$ cat config.mk
export PLATFORM = sky130hd
export DESIGN_NAME = ahbl_arbiter2_flat
export DESIGN_NICKNAME = d
export VERILOG_FILES = /design/src/rtl/ahbl_arbiter2_if.sv /design/src/rtl/ahbl_arbiter2.sv /design/src/flat_wrapper.sv
export SDC_FILE = /design/constraint.sdc
export NUM_CORES = 1
export LEC_CHECK = 0
export ABC_AREA = 1
export CAP_MARGIN = 10
export CORE_UTILIZATION = 35
export CTS_CLUSTER_SIZE = 28
export DETAILED_ROUTE_END_ITERATION = 7
export PLACE_DENSITY = 0.75
export SKIP_LAST_GASP = 1
export SLEW_MARGIN = 20
export SYNTH_ARGS = -nofsm -noshare
export SYNTH_HDL_FRONTEND = slang
export SYNTH_SLANG_ARGS = --single-unit
$ cat constraint.sdc
create_clock -name HCLK -period 2.3 [get_ports HCLK]
set_clock_uncertainty 0.15 [all_clocks]
set_input_delay 0.46 -clock HCLK [delete_from_list [all_inputs] [get_ports HCLK]]
set_output_delay 0.46 -clock HCLK [all_outputs]
set_load 0.01 [all_outputs]
$ cat src/rtl/ahbl_arbiter2_if.sv
// AHB-Lite bus bundle shared by the arbiter's two master-facing ports and its downstream port.
// The master modport drives address/control/write data; the slave modport returns ready/read data.
interface ahbl_arbiter2_if;
    logic [31:0] HADDR;
    logic [1:0]  HTRANS;
    logic [2:0]  HSIZE;
    logic        HWRITE;
    logic [31:0] HWDATA;
    logic        HREADY;
    logic [31:0] HRDATA;

    modport master (
        output HADDR, HTRANS, HSIZE, HWRITE, HWDATA,
        input  HREADY, HRDATA
    );

    modport slave (
        input  HADDR, HTRANS, HSIZE, HWRITE, HWDATA,
        output HREADY, HRDATA
    );
endinterface

$ cat src/rtl/ahbl_arbiter2.sv
// Two-master AHB-Lite arbiter: shares one downstream bus between M0 and M1, buffering a
// losing master's address phase and stalling it through its own HREADY until the transfer issues.
module ahbl_arbiter2 #(
    parameter bit ROUND_ROBIN = 1'b1
) (
    input  logic           HCLK,
    input  logic           HRESETn,
    ahbl_arbiter2_if.slave  m0,
    ahbl_arbiter2_if.slave  m1,
    ahbl_arbiter2_if.master ds
);

    logic [1:0]        buf_v_q, buf_v_d;
    logic [1:0][31:0]  buf_addr_q, buf_addr_d;
    logic [1:0][2:0]   buf_size_q, buf_size_d;
    logic [1:0]        buf_write_q, buf_write_d;
    logic              rr_q, rr_d;
    logic              lock_q, lock_d;
    logic              lock_owner_q, lock_owner_d;
    logic              dp_v_q, dp_v_d;
    logic              dp_owner_q, dp_owner_d;

    logic [1:0][31:0]  live_addr_s;
    logic [1:0][2:0]   live_size_s;
    logic [1:0]        live_write_s;
    logic [1:0]        live_req_s;
    logic [1:0]        req_s;
    logic              sel_s;
    logic [31:0]       haddr_s;
    logic [2:0]        hsize_s;
    logic              hwrite_s;
    logic [1:0]        htrans_s;
    logic [1:0]        accept_s;
    logic [1:0]        mready_s;
    logic [1:0]        capture_s;

    assign live_addr_s[0]  = m0.HADDR;
    assign live_addr_s[1]  = m1.HADDR;
    assign live_size_s[0]  = m0.HSIZE;
    assign live_size_s[1]  = m1.HSIZE;
    assign live_write_s[0] = m0.HWRITE;
    assign live_write_s[1] = m1.HWRITE;
    assign live_req_s[0]   = m0.HTRANS[1];
    assign live_req_s[1]   = m1.HTRANS[1];

    // Grant selection; held on the locked owner while a downstream wait state is in progress.
    always_comb begin
        req_s = buf_v_q | live_req_s;
        if (lock_q) begin
            sel_s = lock_owner_q;
        end else if (req_s == 2'b11) begin
            sel_s = ROUND_ROBIN ? ~rr_q : 1'b0;
        end else if (req_s[1]) begin
            sel_s = 1'b1;
        end else begin
            sel_s = 1'b0;
        end
    end

    // Downstream address phase: the buffered copy wins over the master's live inputs.
    always_comb begin
        if (buf_v_q[sel_s]) begin
            haddr_s  = buf_addr_q[sel_s];
            hsize_s  = buf_size_q[sel_s];
            hwrite_s = buf_write_q[sel_s];
        end else begin
            haddr_s  = live_addr_s[sel_s];
            hsize_s  = live_size_s[sel_s];
            hwrite_s = live_write_s[sel_s];
        end
        htrans_s = req_s[sel_s] ? 2'b10 : 2'b00;
    end

    // Per-master accept, stall and capture decisions.
    always_comb begin
        accept_s  = 2'b00;
        mready_s  = 2'b11;
        capture_s = 2'b00;
        for (int x = 0; x < 2; x++) begin
            accept_s[x] = (sel_s == x[0]) & req_s[x] & ds.HREADY;
            if (buf_v_q[x]) begin
                mready_s[x] = 1'b0;
            end else if (dp_v_q && (dp_owner_q == x[0])) begin
                mready_s[x] = ds.HREADY;
            end else begin
                mready_s[x] = 1'b1;
            end
            capture_s[x] = mready_s[x] & live_req_s[x] & ~accept_s[x];
        end
    end

    // Next-state for request buffers, round-robin pointer, lock and data-phase owner.
    always_comb begin
        buf_v_d      = buf_v_q;
        buf_addr_d   = buf_addr_q;
        buf_size_d   = buf_size_q;
        buf_write_d  = buf_write_q;
        rr_d         = rr_q;
        lock_d       = lock_q;
        lock_owner_d = lock_owner_q;
        dp_v_d       = dp_v_q;
        dp_owner_d   = dp_owner_q;

        for (int x = 0; x < 2; x++) begin
            if (accept_s[x]) begin
                buf_v_d[x] = 1'b0;
            end else if (capture_s[x]) begin
                buf_v_d[x]     = 1'b1;
                buf_addr_d[x]  = live_addr_s[x];
                buf_size_d[x]  = live_size_s[x];
                buf_write_d[x] = live_write_s[x];
            end else begin
                buf_v_d[x] = buf_v_q[x];
            end
        end

        if (accept_s[0]) begin
            rr_d = 1'b0;
        end else if (accept_s[1]) begin
            rr_d = 1'b1;
        end else begin
            rr_d = rr_q;
        end

        // The lock freezes the address phase for as long as the downstream slave stalls.
        if (ds.HREADY) begin
            lock_d = 1'b0;
        end else if (htrans_s[1]) begin
            lock_d       = 1'b1;
            lock_owner_d = sel_s;
        end else begin
            lock_d = lock_q;
        end

        if (ds.HREADY) begin
            dp_v_d     = htrans_s[1];
            dp_owner_d = sel_s;
        end else begin
            dp_v_d     = dp_v_q;
            dp_owner_d = dp_owner_q;
        end
    end

    // State registers; rr resets to M1 so that M0 wins the first tie.
    always_ff @(posedge HCLK or negedge HRESETn) begin
        if (!HRESETn) begin
            buf_v_q      <= 2'b00;
            buf_addr_q   <= '{default: 32'h0000_0000};
            buf_size_q   <= '{default: 3'b000};
            buf_write_q  <= 2'b00;
            rr_q         <= 1'b1;
            lock_q       <= 1'b0;
            lock_owner_q <= 1'b0;
            dp_v_q       <= 1'b0;
            dp_owner_q   <= 1'b0;
        end else begin
            buf_v_q      <= buf_v_d;
            buf_addr_q   <= buf_addr_d;
            buf_size_q   <= buf_size_d;
            buf_write_q  <= buf_write_d;
            rr_q         <= rr_d;
            lock_q       <= lock_d;
            lock_owner_q <= lock_owner_d;
            dp_v_q       <= dp_v_d;
            dp_owner_q   <= dp_owner_d;
        end
    end

    assign ds.HADDR  = haddr_s;
    assign ds.HTRANS = htrans_s;
    assign ds.HSIZE  = hsize_s;
    assign ds.HWRITE = hwrite_s;
    assign ds.HWDATA = dp_owner_q ? m1.HWDATA : m0.HWDATA;

    assign m0.HREADY = mready_s[0];
    assign m1.HREADY = mready_s[1];
    assign m0.HRDATA = ds.HRDATA;
    assign m1.HRDATA = ds.HRDATA;

endmodule

$ cat src/flat_wrapper.sv
// flat-port wrapper written by rule: the top's interface ports become plain ports
module ahbl_arbiter2_flat 
#(
    parameter bit ROUND_ROBIN = 1'b1
)
  (HCLK, HRESETn, m0_HADDR, m0_HTRANS, m0_HSIZE, m0_HWRITE, m0_HWDATA, m0_HREADY, m0_HRDATA, m1_HADDR, m1_HTRANS, m1_HSIZE, m1_HWRITE, m1_HWDATA, m1_HREADY, m1_HRDATA, ds_HADDR, ds_HTRANS, ds_HSIZE, ds_HWRITE, ds_HWDATA, ds_HREADY, ds_HRDATA);
  ahbl_arbiter2_if m0_i ();
  ahbl_arbiter2_if m1_i ();
  ahbl_arbiter2_if ds_i ();
  input  logic HCLK;
  input  logic HRESETn;
  input wire logic [$bits(m0_i.HADDR)-1:0] m0_HADDR;
  input wire logic [$bits(m0_i.HTRANS)-1:0] m0_HTRANS;
  input wire logic [$bits(m0_i.HSIZE)-1:0] m0_HSIZE;
  input wire logic [$bits(m0_i.HWRITE)-1:0] m0_HWRITE;
  input wire logic [$bits(m0_i.HWDATA)-1:0] m0_HWDATA;
  output wire logic [$bits(m0_i.HREADY)-1:0] m0_HREADY;
  output wire logic [$bits(m0_i.HRDATA)-1:0] m0_HRDATA;
  input wire logic [$bits(m1_i.HADDR)-1:0] m1_HADDR;
  input wire logic [$bits(m1_i.HTRANS)-1:0] m1_HTRANS;
  input wire logic [$bits(m1_i.HSIZE)-1:0] m1_HSIZE;
  input wire logic [$bits(m1_i.HWRITE)-1:0] m1_HWRITE;
  input wire logic [$bits(m1_i.HWDATA)-1:0] m1_HWDATA;
  output wire logic [$bits(m1_i.HREADY)-1:0] m1_HREADY;
  output wire logic [$bits(m1_i.HRDATA)-1:0] m1_HRDATA;
  output wire logic [$bits(ds_i.HADDR)-1:0] ds_HADDR;
  output wire logic [$bits(ds_i.HTRANS)-1:0] ds_HTRANS;
  output wire logic [$bits(ds_i.HSIZE)-1:0] ds_HSIZE;
  output wire logic [$bits(ds_i.HWRITE)-1:0] ds_HWRITE;
  output wire logic [$bits(ds_i.HWDATA)-1:0] ds_HWDATA;
  input wire logic [$bits(ds_i.HREADY)-1:0] ds_HREADY;
  input wire logic [$bits(ds_i.HRDATA)-1:0] ds_HRDATA;
  assign m0_i.HADDR = m0_HADDR;
  assign m0_i.HTRANS = m0_HTRANS;
  assign m0_i.HSIZE = m0_HSIZE;
  assign m0_i.HWRITE = m0_HWRITE;
  assign m0_i.HWDATA = m0_HWDATA;
  assign m0_HREADY = m0_i.HREADY;
  assign m0_HRDATA = m0_i.HRDATA;
  assign m1_i.HADDR = m1_HADDR;
  assign m1_i.HTRANS = m1_HTRANS;
  assign m1_i.HSIZE = m1_HSIZE;
  assign m1_i.HWRITE = m1_HWRITE;
  assign m1_i.HWDATA = m1_HWDATA;
  assign m1_HREADY = m1_i.HREADY;
  assign m1_HRDATA = m1_i.HRDATA;
  assign ds_HADDR = ds_i.HADDR;
  assign ds_HTRANS = ds_i.HTRANS;
  assign ds_HSIZE = ds_i.HSIZE;
  assign ds_HWRITE = ds_i.HWRITE;
  assign ds_HWDATA = ds_i.HWDATA;
  assign ds_i.HREADY = ds_HREADY;
  assign ds_i.HRDATA = ds_HRDATA;
  ahbl_arbiter2 #(.ROUND_ROBIN(ROUND_ROBIN)) u_core (.HCLK(HCLK), .HRESETn(HRESETn), .m0(m0_i), .m1(m1_i), .ds(ds_i));
endmodule
* Word level (Yosys, flattened, before mapping) *
Cells that the tools add are included.

storage, ports and cells
  register bits = 79
  bits of input ports = 175
  output and inout port bits = 136
  word-level logic and storage cells = 75

operators by class
  reduce and logical (&&, ||, !) cells = 9
  multiplexer cells = 36
  order comparisons = 1
  equal/unequal tests = 1
  bitwise logic cells = 15

operators by type and width
  kind                                                        number
  2-to-1 mux 32 bit                                           6
  2-to-1 mux 1 bit                                            24
  2-to-1 mux 3 bit                                            5
  AND 1 bit                                                   8
  nonzero test 2 bit                                          4
  NOT 1 bit                                                   6
  AND reduction 2 bit                                         3
  == test 2 bit, second input constant                        1
  logical AND 1 bit                                           2
  less-than comparator 1 x 2 -> 1 bit, second input constant  1
  2-to-1 mux 2 bit                                            1
  bitwise OR 2 bit                                            1

* Logic depth before layout (Yosys ltp) *
Gate-level depths: netlist of the first run.

  word-level depth = 11
  mapped depth = 10
  gate-level depth less buffers = 8

* Worst setup path after synthesis of the first run *
OpenSTA, ideal clock, no wires.

  path type = in2out
  start = input port m1_HTRANS[1]
  end = output port ds_HADDR[0]
  data arrival time = 1.379 ns
  data required time = 1.690 ns
  stages = 9
  path slack = 0.311 ns
  path through = nor2_1 nor2_2 nand2_2 buf_2 buf_2 nand3_1 nand2_1 nand2_1 nand2_1

between the ends
  cells in the longest elaborated chain, start to end = 7
  elaborated cells on any way between the ends = 12
  those cells by class = eq/ne: 1; mux: 10; bitwise: 1

ends and longest elaborated chain
  what                                                                                 RTL line                                  source
  start, declared                                                                      flat_wrapper.sv:20                        input wire logic [$bits(m1_i.HTRANS)-1:0] m1_HTRANS;
  bitwise OR 2 bit *                                                                   ahbl_arbiter2.sv:48                       req_s = buf_v_q | live_req_s;
  == test 2 bit / 2-to-1 mux 1 bit (equally long branches)                             ahbl_arbiter2.sv:51, ahbl_arbiter2.sv:53
  2-to-1 mux 1 bit *                                                                   ahbl_arbiter2.sv:51                       end else if (req_s == 2'b11) begin
  2-to-1 mux 1 bit *                                                                   ahbl_arbiter2.sv:49                       if (lock_q) begin
  2-to-1 mux 32 bit (implied by the code), or another cell as far along (2 in series)  ahbl_arbiter2.sv:67                       haddr_s = live_addr_s[sel_s];
  2-to-1 mux 32 bit *                                                                  ahbl_arbiter2.sv:62                       if (buf_v_q[sel_s]) begin
  end, declared                                                                        flat_wrapper.sv:26                        output wire logic [$bits(ds_i.HADDR)-1:0] ds_HADDR;

Every way passes the cells marked *; elsewhere a longest branch is shown, timed or not. The select of a mux whose other input is x is not followed.

* Worst setup path in the final report of the first run *
  start = register u_core.rr_q
  end = output port ds_HADDR[11]

between the ends
  cells in the longest elaborated chain, start to end = 6
  elaborated cells on any way between the ends = 10
  those cells by class = mux: 9; bitwise: 1

ends and longest elaborated chain
  what                                                                                 RTL line              source
  start, declared                                                                      ahbl_arbiter2.sv:17   logic rr_q, rr_d;
  start signal, assigned                                                               ahbl_arbiter2.sv:161  rr_q <= rr_d;
  NOT 1 bit *                                                                          ahbl_arbiter2.sv:52   sel_s = ROUND_ROBIN ? ~rr_q : 1'b0;
  2-to-1 mux 1 bit *                                                                   ahbl_arbiter2.sv:51
  2-to-1 mux 1 bit *                                                                   ahbl_arbiter2.sv:49
  2-to-1 mux 32 bit (implied by the code), or another cell as far along (2 in series)  ahbl_arbiter2.sv:67
  2-to-1 mux 32 bit *                                                                  ahbl_arbiter2.sv:62

Marks and branches as above.

==> results.json, run 1 <==
{
  "status": "finished, violations left",
  "violations": "setup timing",
  "clkTransAtPathRegs_ns": 0.06,
  "postRouteAntennaNets": 0,
  "ys_seq_area_share_pct": 35.1,
  "h-tree-depth": 3,
  "slew_violations": 0,
  "power_density_nw_per_um2": 1580,
  "area_growth_pct": 65.1,
  "synth.most_common_cell": "nand2_1",
  "gr-total-overflow": 0,
  "instances_no_fill": 1337,
  "dominantRegCellSynth": "dfrtp_1",
  "critPathKind": "reg -> out",
  "final_hold_viol_count": 0,
  "worst_slack_ns": -0.296,
  "cellLeakagePower_nw": 5.10,
  "seq_area_sq_um": 1980,
  "fp-row-count": 46,
  "synthCells": 888,
  "worstPathArrival_ns": 1.99,
  "drive_gt1_share_pct": 23.9,
  "root_buffer": "clkbuf_16",
  "vdd_drop_max_uv": 763,
  "yosys.area.top_type_share_pct": 34.7,
  "via_count": 6745,
  "synth_area_leaders": "dfrtp_1, nand2_1, nand3_1",
  "tns_ns": -8.31,
  "holdPathEnd": "u_core.buf_addr_q[53]",
  "grt_max_degree": 38,
  "cp_max_fo": 5,
  "wl_microns": 22300,
  "post-route-drc-count": 0,
  "yosysWarningCount": 0,
  "fin_hold_ws_ns": 0.323,
  "floorplan.initialDensity_pct": 35.7,
  "synthArstFlopShare_pct": 100,
  "final_area_sq_um": 9300,
  "core_sq_um": 15800,
  "dieArea_sq_um": 16600,
  "place.gp.congestion": 0.844,
  "dieWidth_microns": 129,
  "hp-start": "u_core.buf_addr_q[53]",
  "fillCellCount": 1458,
  "multi_input_area_sq_um": 3110,
  "clk_latency_ns": 0.35,
  "cts_tree": "yes",
  "grt_usage_pct": 26.1,
  "cap_viol_max_count": 0,
  "grt_pass1_vias": 6289,
  "placed_area_sq_um": 8050,
  "reg2reg_from": "u_core.rr_q",
  "wl_per_cell_microns": 16.7,
  "fmax_mhz": 385,
  "syn-cell-area_sq_um": 5630,
  "ctsLongestPathBuffers": 2,
  "drt_iter0_markers": 575,
  "synth_edf_count": 0,
  "die_height_microns": 129,
  "hold_depth": 2,
  "rr_worst_depth": 11,
  "antenna_found_initial": 1,
  "nets": 1291,
  "synth_common_cells": "nand2_1, nand3_1, buf_4",
  "cts_buffers": 9,
  "vias_per_cell": 5.04,
  "finalSetupViolations": 37,
  "required_ns": 1.69,
  "port_buffers": 211,
  "syn_avg_cell_area_sq_um": 6.34,
  "synth.largest_area_cell": "dfrtp_1",
  "start_kind": "register",
  "timing.final.crit_period_ns": 2.60,
  "dp.cells": 1280,
  "first_pass_iters": 5,
  "end_kind": "output port",
  "timing.rr.end": "u_core.buf_addr_q[46]",
  "hold_class": "reg -> reg",
  "io_pins": 311,
  "grt_pass1_wl_microns": 32700,
  "post-route-period-util_pct": 113,
  "cts_sinks": 79,
  "synth-seq-cells": 79,
  "hpwlAfterDp_microns": 14000,
  "regToRegSetupSlack_ns": 0.21,
  "ys_types": 22,
  "rsz0062_at_grt": "true",
  "synth_fp_nets": 1063
}
-- flip-flops by register name, indices dropped and copies added, names as in the netlist --
register / flops
u_core.buf_size_q: 6
u_core.lock_owner_q: 1
u_core.dp_owner_q: 1
u_core.buf_addr_q: 64
u_core.rr_q: 1
u_core.buf_write_q: 2
u_core.lock_q: 1
u_core.dp_v_q: 1
u_core.buf_v_q: 2
-- metal layers --
layer | global-route usage (%) | routed length, microns
met3 | 6.78 | 1830
met2 | 45.7 | 11300
met1 | 29.6 | 8350
met5 | 0 | 0
met4 | 12.6 | 792
-- final cells by class --
class	count	share of cell area (%)
clock buffer	11	2.50
clock inverter	4	1.02
timing repair buffer	340	38.4
tap	216	2.91
multi-input combinational	676	33.4
inverter	10	0.404
sequential	79	21.3
antenna	1	0.0269
-- worst max path at each step --
stage,endpoint,slack (ns),depth (start not counted),start
2_1_floorplan,ds_HADDR[0],0.31,9,m1_HTRANS[1]
3_3_place_gp,ds_HADDR[0],-0.80,11,m1_HTRANS[1]
3_5_place_dp,ds_HADDR[3],-0.86,11,m1_HTRANS[1]
4_1_cts,ds_HADDR[13],-0.28,10,u_core.rr_q
5_1_grt,ds_HADDR[10],-0.37,11,u_core.rr_q
6_report,ds_HADDR[11],-0.30,11,u_core.rr_q
-- logic make-up (layout without fill, tap and decap cells) --
family	Yosys count	after routing	share of synthesized area, %
DFF	79	79	35.1
AOI/OAI and AO/OA	7	7	0.666
buffers and inverters	133	365	15.5
other	1	2	0.0666
and+or+nand+nor	668	668	48.7
-- what timing repair did --
item                                    in CTS  in global routing
hold buffers                                 1                  0
cloned                                      12                  5
resized for setup                          245                 86
endpoints found under the hold margin       30                  0
endpoints found under the setup margin      71                 53
pin swaps                                   27                 47
setup buffers                               23                  6
-- critical path, cell delays in order (launching register included) --
cell	delay, ns
dfstp_2	0.54
o21ai_2	0.05
nand2_2	0.13
nand2_4	0.13
nand2_4	0.11
nand2_4	0.07
buf_12	0.13
buf_12	0.13
buf_16	0.14
nand2_2	0.05
nand2_1	0.04
buf_2	0.13
-- placed cells by master, fill, tap and decap left out, drive strengths merged --
cell type      synthesis  final
buf                  116    160
bufbuf                 0      2
bufinv                 0      3
clkbuf                 7     16
clkdlybuf4s50          0    136
clkinv                 0      1
conb                   1      1
dfrtp                 78     78
dfstp                  1      1
diode                  0      1
dlygate4sd2            0     25
dlygate4sd3            0      1
dlymetal6s2s           0     11
inv                   10     10
nand2                509    509
nand3                151    151
nand4                  1      1
nor2                   6      6
nor3b                  1      1
o21a                   1      1
o21ai                  6      6
-- stage by stage --
step                utilization, %  power, mW  setup WS [ns]
finish                        59.0       14.7         -0.296
detailed placement            51.0       10.6         -0.864
CTS                           57.2       13.9         -0.279
floorplan                        -       6.86          0.311
global placement              51.0       10.5         -0.796
global route                  59.0       15.6         -0.369
-- power by group --
| group | leakage, nW | total, mW | switching (mW) | internal (mW) |
|---|---|---|---|---|
| clock network | 0.160 | 1.64 | 0.585 | 1.05 |
| logic | 3.97 | 10.5 | 5.48 | 5.06 |
| registers | 0.977 | 2.47 | 0.412 | 2.06 |
| total | 5.10 | 14.7 | 6.48 | 8.18 |
Note: power is estimated with default switching activity, not from simulation.
==> inputs of run 2 (changes only) <==
--- a/config.mk
+++ b/config.mk
@@ -16,3 +16,4 @@
 export SYNTH_ARGS = -nofsm -noshare
 export SYNTH_HDL_FRONTEND = slang
 export SYNTH_SLANG_ARGS = --single-unit
+export TNS_END_PERCENT = 20
==> run 2 against run 1 <==
Effect of this change: the run still ends with setup timing left; non-clock buffer count is 10 lower; first-iteration DRC count is 7.1% lower; clock power hardly changed; fmax is 1.3% higher; wire length is 5.3% lower; via count is 2.7% lower; cell area is 4.3% lower; setup slack better by 0.033 ns; critical path type unchanged; highest routed layer unchanged.
==> results.json, run 2 (same netlist as run 1, synthesis figures left out) <==
{
  "h-tree-depth": 3,
  "cts_sinks": 79,
  "top_regs": "u_core.buf_addr_q x64, u_core.buf_size_q x6",
  "wl_met3_microns": 1640,
  "vias_per_cell": 4.95,
  "multi_input_area_sq_um": 2960,
  "layout_common_cells": "nand2_1, clkdlybuf4s50_1, nand3_1",
  "post-route-drc-count": 0,
  "gr-total-overflow": 0,
  "end_kind": "output port",
  "seq_area_sq_um": 1980,
  "largest_register_ff_count": 64,
  "clk_latency_ns": 0.35,
  "final_util_pct": 56.5,
  "postRouteAntennaNets": 0,
  "drt_iter0_markers": 534,
  "timing.final.crit_period_ns": 2.56,
  "wl_microns": 21100,
  "clkTransAtPathRegs_ns": 0.06,
  "cts_tree": "yes",
  "ctsLongestPathBuffers": 2,
  "dieWidth_microns": 129,
  "antenna_found_initial": 0,
  "dieArea_sq_um": 16600,
  "drive_gt1_share_pct": 19.8,
  "met2_length_microns": 10600,
  "power_density_nw_per_um2": 1540,
  "top_register": "u_core.buf_addr_q",
  "grt_usage_pct": 25.4,
  "antennaDiodeCount": 0,
  "fp-row-count": 46,
  "vdd_drop_max_uv": 678,
  "hold_class": "reg -> reg",
  "io_pins": 311,
  "critPathKind": "reg -> out",
  "cap_viol_max_count": 0,
  "place.gp.congestion": 0.844,
  "fillCellCount": 1491,
  "violations": "setup timing",
  "start_kind": "register",
  "rsz0062_at_grt": "true",
  "post-route-period-util_pct": 111,
  "cp_cell_sequence": "o21ai_2, nand2_2, buf_6, buf_12, buf_8, buf_6, nand3_1, nand2_1, nand2_1, nand2_1, buf_2",
  "final_hold_viol_count": 0,
  "fin_hold_ws_ns": 0.323,
  "max_stage_delay_ns": 0.53,
  "cpMaxStageDelayCell": "dfstp_2",
  "root_buffer": "clkbuf_16",
  "final_common_cell": "nand2_1",
  "tns_ns": -9.03,
  "grt_pass1_vias": 6103,
  "routed.top_layer": "met4",
  "cellLeakagePower_nw": 4.76,
  "port_buffers": 211,
  "required_ns": 1.69,
  "wl_per_cell_microns": 15.9,
  "grt_max_degree": 38,
  "final_area_sq_um": 8900,
  "dp.cells": 1280,
  "grt_pass1_wl_microns": 31800,
  "cp_max_fo": 6,
  "p_total_mw": 13.7,
  "crit_top_cell": "nand2_1",
  "placed_area_sq_um": 8050,
  "via_count": 6564,
  "core_sq_um": 15800,
  "instances_no_fill": 1326,
  "hpwlAfterDp_microns": 14000,
  "fmax_mhz": 390,
  "first_pass_iters": 5,
  "nets": 1281,
  "area_growth_pct": 58.1,
  "place_ws_ns": -0.864,
  "finalSetupViolations": 63,
  "floorplan.initialDensity_pct": 35.7,
  "drt-met1-wl_microns": 8230,
  "worstPathArrival_ns": 1.95,
  "slew_violations": 0,
  "die_height_microns": 129,
  "status": "finished, violations left",
  "worst_slack_ns": -0.263,
  "cts_buffers": 9
}
==> run 2: routing by layer <==
metal | up-vias | track usage (%)
met1 | 3040 | 29.7
met3 | 46 | 6.07
met2 | 330 | 44.5
li1 | 3148 | -
met5 | - | 0
met4 | 0 | 10.7
==> run 2: worst paths after layout <==
kind                                        from                     to  slack [ns]  cells past startpoint
min reg2reg                u_core.buf_addr_q[18]  u_core.buf_addr_q[18]        0.32                      2
min in group asynchronous                HRESETn      u_core.dp_owner_q        0.48                      2
max in group asynchronous                HRESETn            u_core.rr_q        0.87                      3
max reg2reg                          u_core.rr_q  u_core.buf_addr_q[48]        0.20                     11
min                        u_core.buf_addr_q[18]  u_core.buf_addr_q[18]        0.32                      2
max                                  u_core.rr_q            ds_HADDR[9]       -0.26                     11
==> run 2: what timing repair did <==
item	in CTS	in global routing
hold buffers	1	0
pin swaps	15	24
endpoints found under the hold margin	30	0
endpoints found under the setup margin	71	74
buffers inserted	18	3
cloned	8	3
gates resized for setup	173	55
==> run 2: critical path, delay by kind of cell, from the launching register on <==
kind,cells,cell delay (ns)
simple gates,5,0.39
buf+inv,5,0.62
flops,1,0.53
compound gates,1,0.05
==> run 2: area by class of cell <==
class	count	share of cell area, %
multi-input cells	676	33.2
inverters	10	0.422
clock buffers	11	2.61
flip-flops and latches	79	22.2
well taps	216	3.04
clock inverters	4	1.07
repair buffers	330	37.4
==> run 2: report_power, final <==
part	switching [mW]	internal, mW	leakage (nW)
registers	0.382	2.06	0.979
logic	5.07	4.57	3.62
clock network	0.581	1.05	0.160
==> inputs of run 3 (changes only) <==
--- a/config.mk
+++ b/config.mk
@@ -7,6 +7,7 @@
 export LEC_CHECK = 0
 export ABC_AREA = 1
 export CAP_MARGIN = 10
+export CORE_ASPECT_RATIO = 1.1
 export CORE_UTILIZATION = 35
 export CTS_CLUSTER_SIZE = 28
 export DETAILED_ROUTE_END_ITERATION = 7
==> run 3 against run 2 <==
Effect of this change: the flow still finishes with violations (setup timing); first-iteration DRC count down 15%; wire length shrank 1.9%; hold slack got worse by 0.0011 ns; combinational power shrank 7.5%; largest power group unchanged.
==> results.json, run 3 (same netlist as run 1, synthesis figures left out) <==
{
  "violations": "setup timing",
  "die_height_microns": 135,
  "grt_pass1_wl_microns": 31200,
  "first_pass_iters": 5,
  "core_sq_um": 15700,
  "worst_pin_slew_ns": 0.515,
  "place_ws_ns": -0.801,
  "max_stage_delay_ns": 0.54,
  "crit_top_cell": "buf_6",
  "fp-row-count": 48,
  "vias_per_cell": 4.95,
  "required_ns": 1.69,
  "dieArea_sq_um": 16600,
  "cap_viol_max_count": 0,
  "drt_iter0_markers": 455,
  "cpMaxStageDelayCell": "dfstp_2",
  "regToRegSetupSlack_ns": 0.18,
  "final_util_pct": 55.4,
  "fmax_mhz": 401,
  "antennaDiodeCount": 0,
  "grt_max_degree": 45,
  "largest_register_ff_count": 64,
  "finalSetupViolations": 56,
  "worstPathArrival_ns": 1.88,
  "post-route-drc-count": 0,
  "drive_gt1_share_pct": 18.9,
  "cp_cell_sequence": "o21ai_2, nand2_2, buf_6, nand3_4, nand2_4, buf_6, buf_6, nand2_1, nand2_1, buf_2",
  "cts_sinks": 79,
  "rr_worst_depth": 9,
  "gr-total-overflow": 0,
  "seq_area_sq_um": 1980,
  "cellLeakagePower_nw": 4.70,
  "antenna_found_initial": 1,
  "floorplan.initialDensity_pct": 35.8,
  "dp.cells": 1269,
  "rsz0062_at_grt": "true",
  "worst_slack_ns": -0.194,
  "top_register": "u_core.buf_addr_q",
  "power_density_nw_per_um2": 1490,
  "placed_area_sq_um": 8100,
  "hpwlAfterDp_microns": 14100,
  "multi_input_area_sq_um": 2970,
  "maxSlewHeadroom_pct": 65.7,
  "port_buffers": 211,
  "hold_class": "reg -> reg",
  "timing.rr.end": "u_core.buf_v_q[0]",
  "timing.final.crit_period_ns": 2.49,
  "h-tree-depth": 3,
  "holdPathEnd": "u_core.buf_addr_q[50]",
  "worst-path-buf-inv": 4,
  "wl_microns": 20700,
  "cts_buffers": 9,
  "fillCellCount": 1545,
  "postRouteAntennaNets": 0,
  "final_area_sq_um": 8720,
  "p_total_mw": 13.0,
  "final_hold_viol_count": 0,
  "clk_latency_ns": 0.33,
  "layout_common_cells": "nand2_1, clkdlybuf4s50_1, nand3_1",
  "fin_hold_ws_ns": 0.322,
  "io_pins": 311,
  "grt_usage_pct": 24.5,
  "reg2reg_from": "u_core.rr_q",
  "area_growth_pct": 54.8,
  "critPathKind": "reg -> out",
  "final_common_cell": "nand2_1",
  "end_kind": "output port",
  "top_regs": "u_core.buf_addr_q x64, u_core.buf_size_q x6",
  "vdd_drop_max_uv": 747,
  "nets": 1272,
  "path_depth": 10,
  "cts_tree": "yes",
  "clkTransAtPathRegs_ns": 0.06,
  "root_buffer": "clkbuf_16",
  "instances_no_fill": 1302,
  "wl_per_cell_microns": 15.9,
  "place.gp.congestion": 0.845,
  "via_count": 6447,
  "tns_ns": -6.46,
  "grt_pass1_vias": 6188,
  "slew_violations": 0,
  "hp-start": "u_core.buf_addr_q[50]",
  "dieWidth_microns": 123,
  "hold_depth": 2,
  "cp_max_fo": 5,
  "start_kind": "register",
  "ctsLongestPathBuffers": 2,
  "post-route-period-util_pct": 108,
  "status": "finished, violations left",
  "cp_top_family": "flip-flops"
}
run 3: power by group:
part	internal, mW	switching, mW
logic	4.03	4.89
registers	2.06	0.385
clock network	1.06	0.571
total	7.15	5.84
run 3: repair_timing:
item                                   CTS  global route
endpoints found under the hold margin   35             0
hold buffers                             1             0
pin swaps                                6            25
gates resized for setup                177            44
setup endpoints to repair               59            71
setup buffers                           13             1
gates cloned                             5             3
run 3: cell type report:
class                      count  area share, %
tap                          200           2.87
inverter                      10          0.430
clock inverter                 6           1.25
multi-input combinational    676           34.1
timing repair buffer         321           36.1
clock buffer                  10           2.63
sequential                    79           22.7
run 3: metal layers:
metal	global-route usage, %	up-vias	routed length [microns]
li1	-	3134	-
met1	29.0	2996	8070
met2	43.6	271	10700
met3	4.05	44	1440
met4	9.35	2	442
met5	0	-	13
run 3: worst max-delay path by stage:
stage / startpoint / end / slack (ns)
2_1_floorplan: m1_HTRANS[1] / ds_HADDR[0] / 0.31
3_3_place_gp: m0_HTRANS[1] / ds_HADDR[3] / -0.74
3_5_place_dp: m0_HTRANS[1] / ds_HADDR[3] / -0.80
4_1_cts: u_core.buf_v_q[1] / ds_HADDR[22] / -0.16
5_1_grt: u_core.rr_q / ds_HADDR[22] / -0.28
6_report: u_core.rr_q / ds_HADDR[1] / -0.19
run 3: worst register-to-register path, delay by kind of cell (launching register included):
family / cells / cell delay, ns
AO/OA/AOI/OAI: 2 / 0.17
buffers and inverters: 4 / 0.55
flip-flops: 1 / 0.54
AND/OR/NAND/NOR: 3 / 0.58
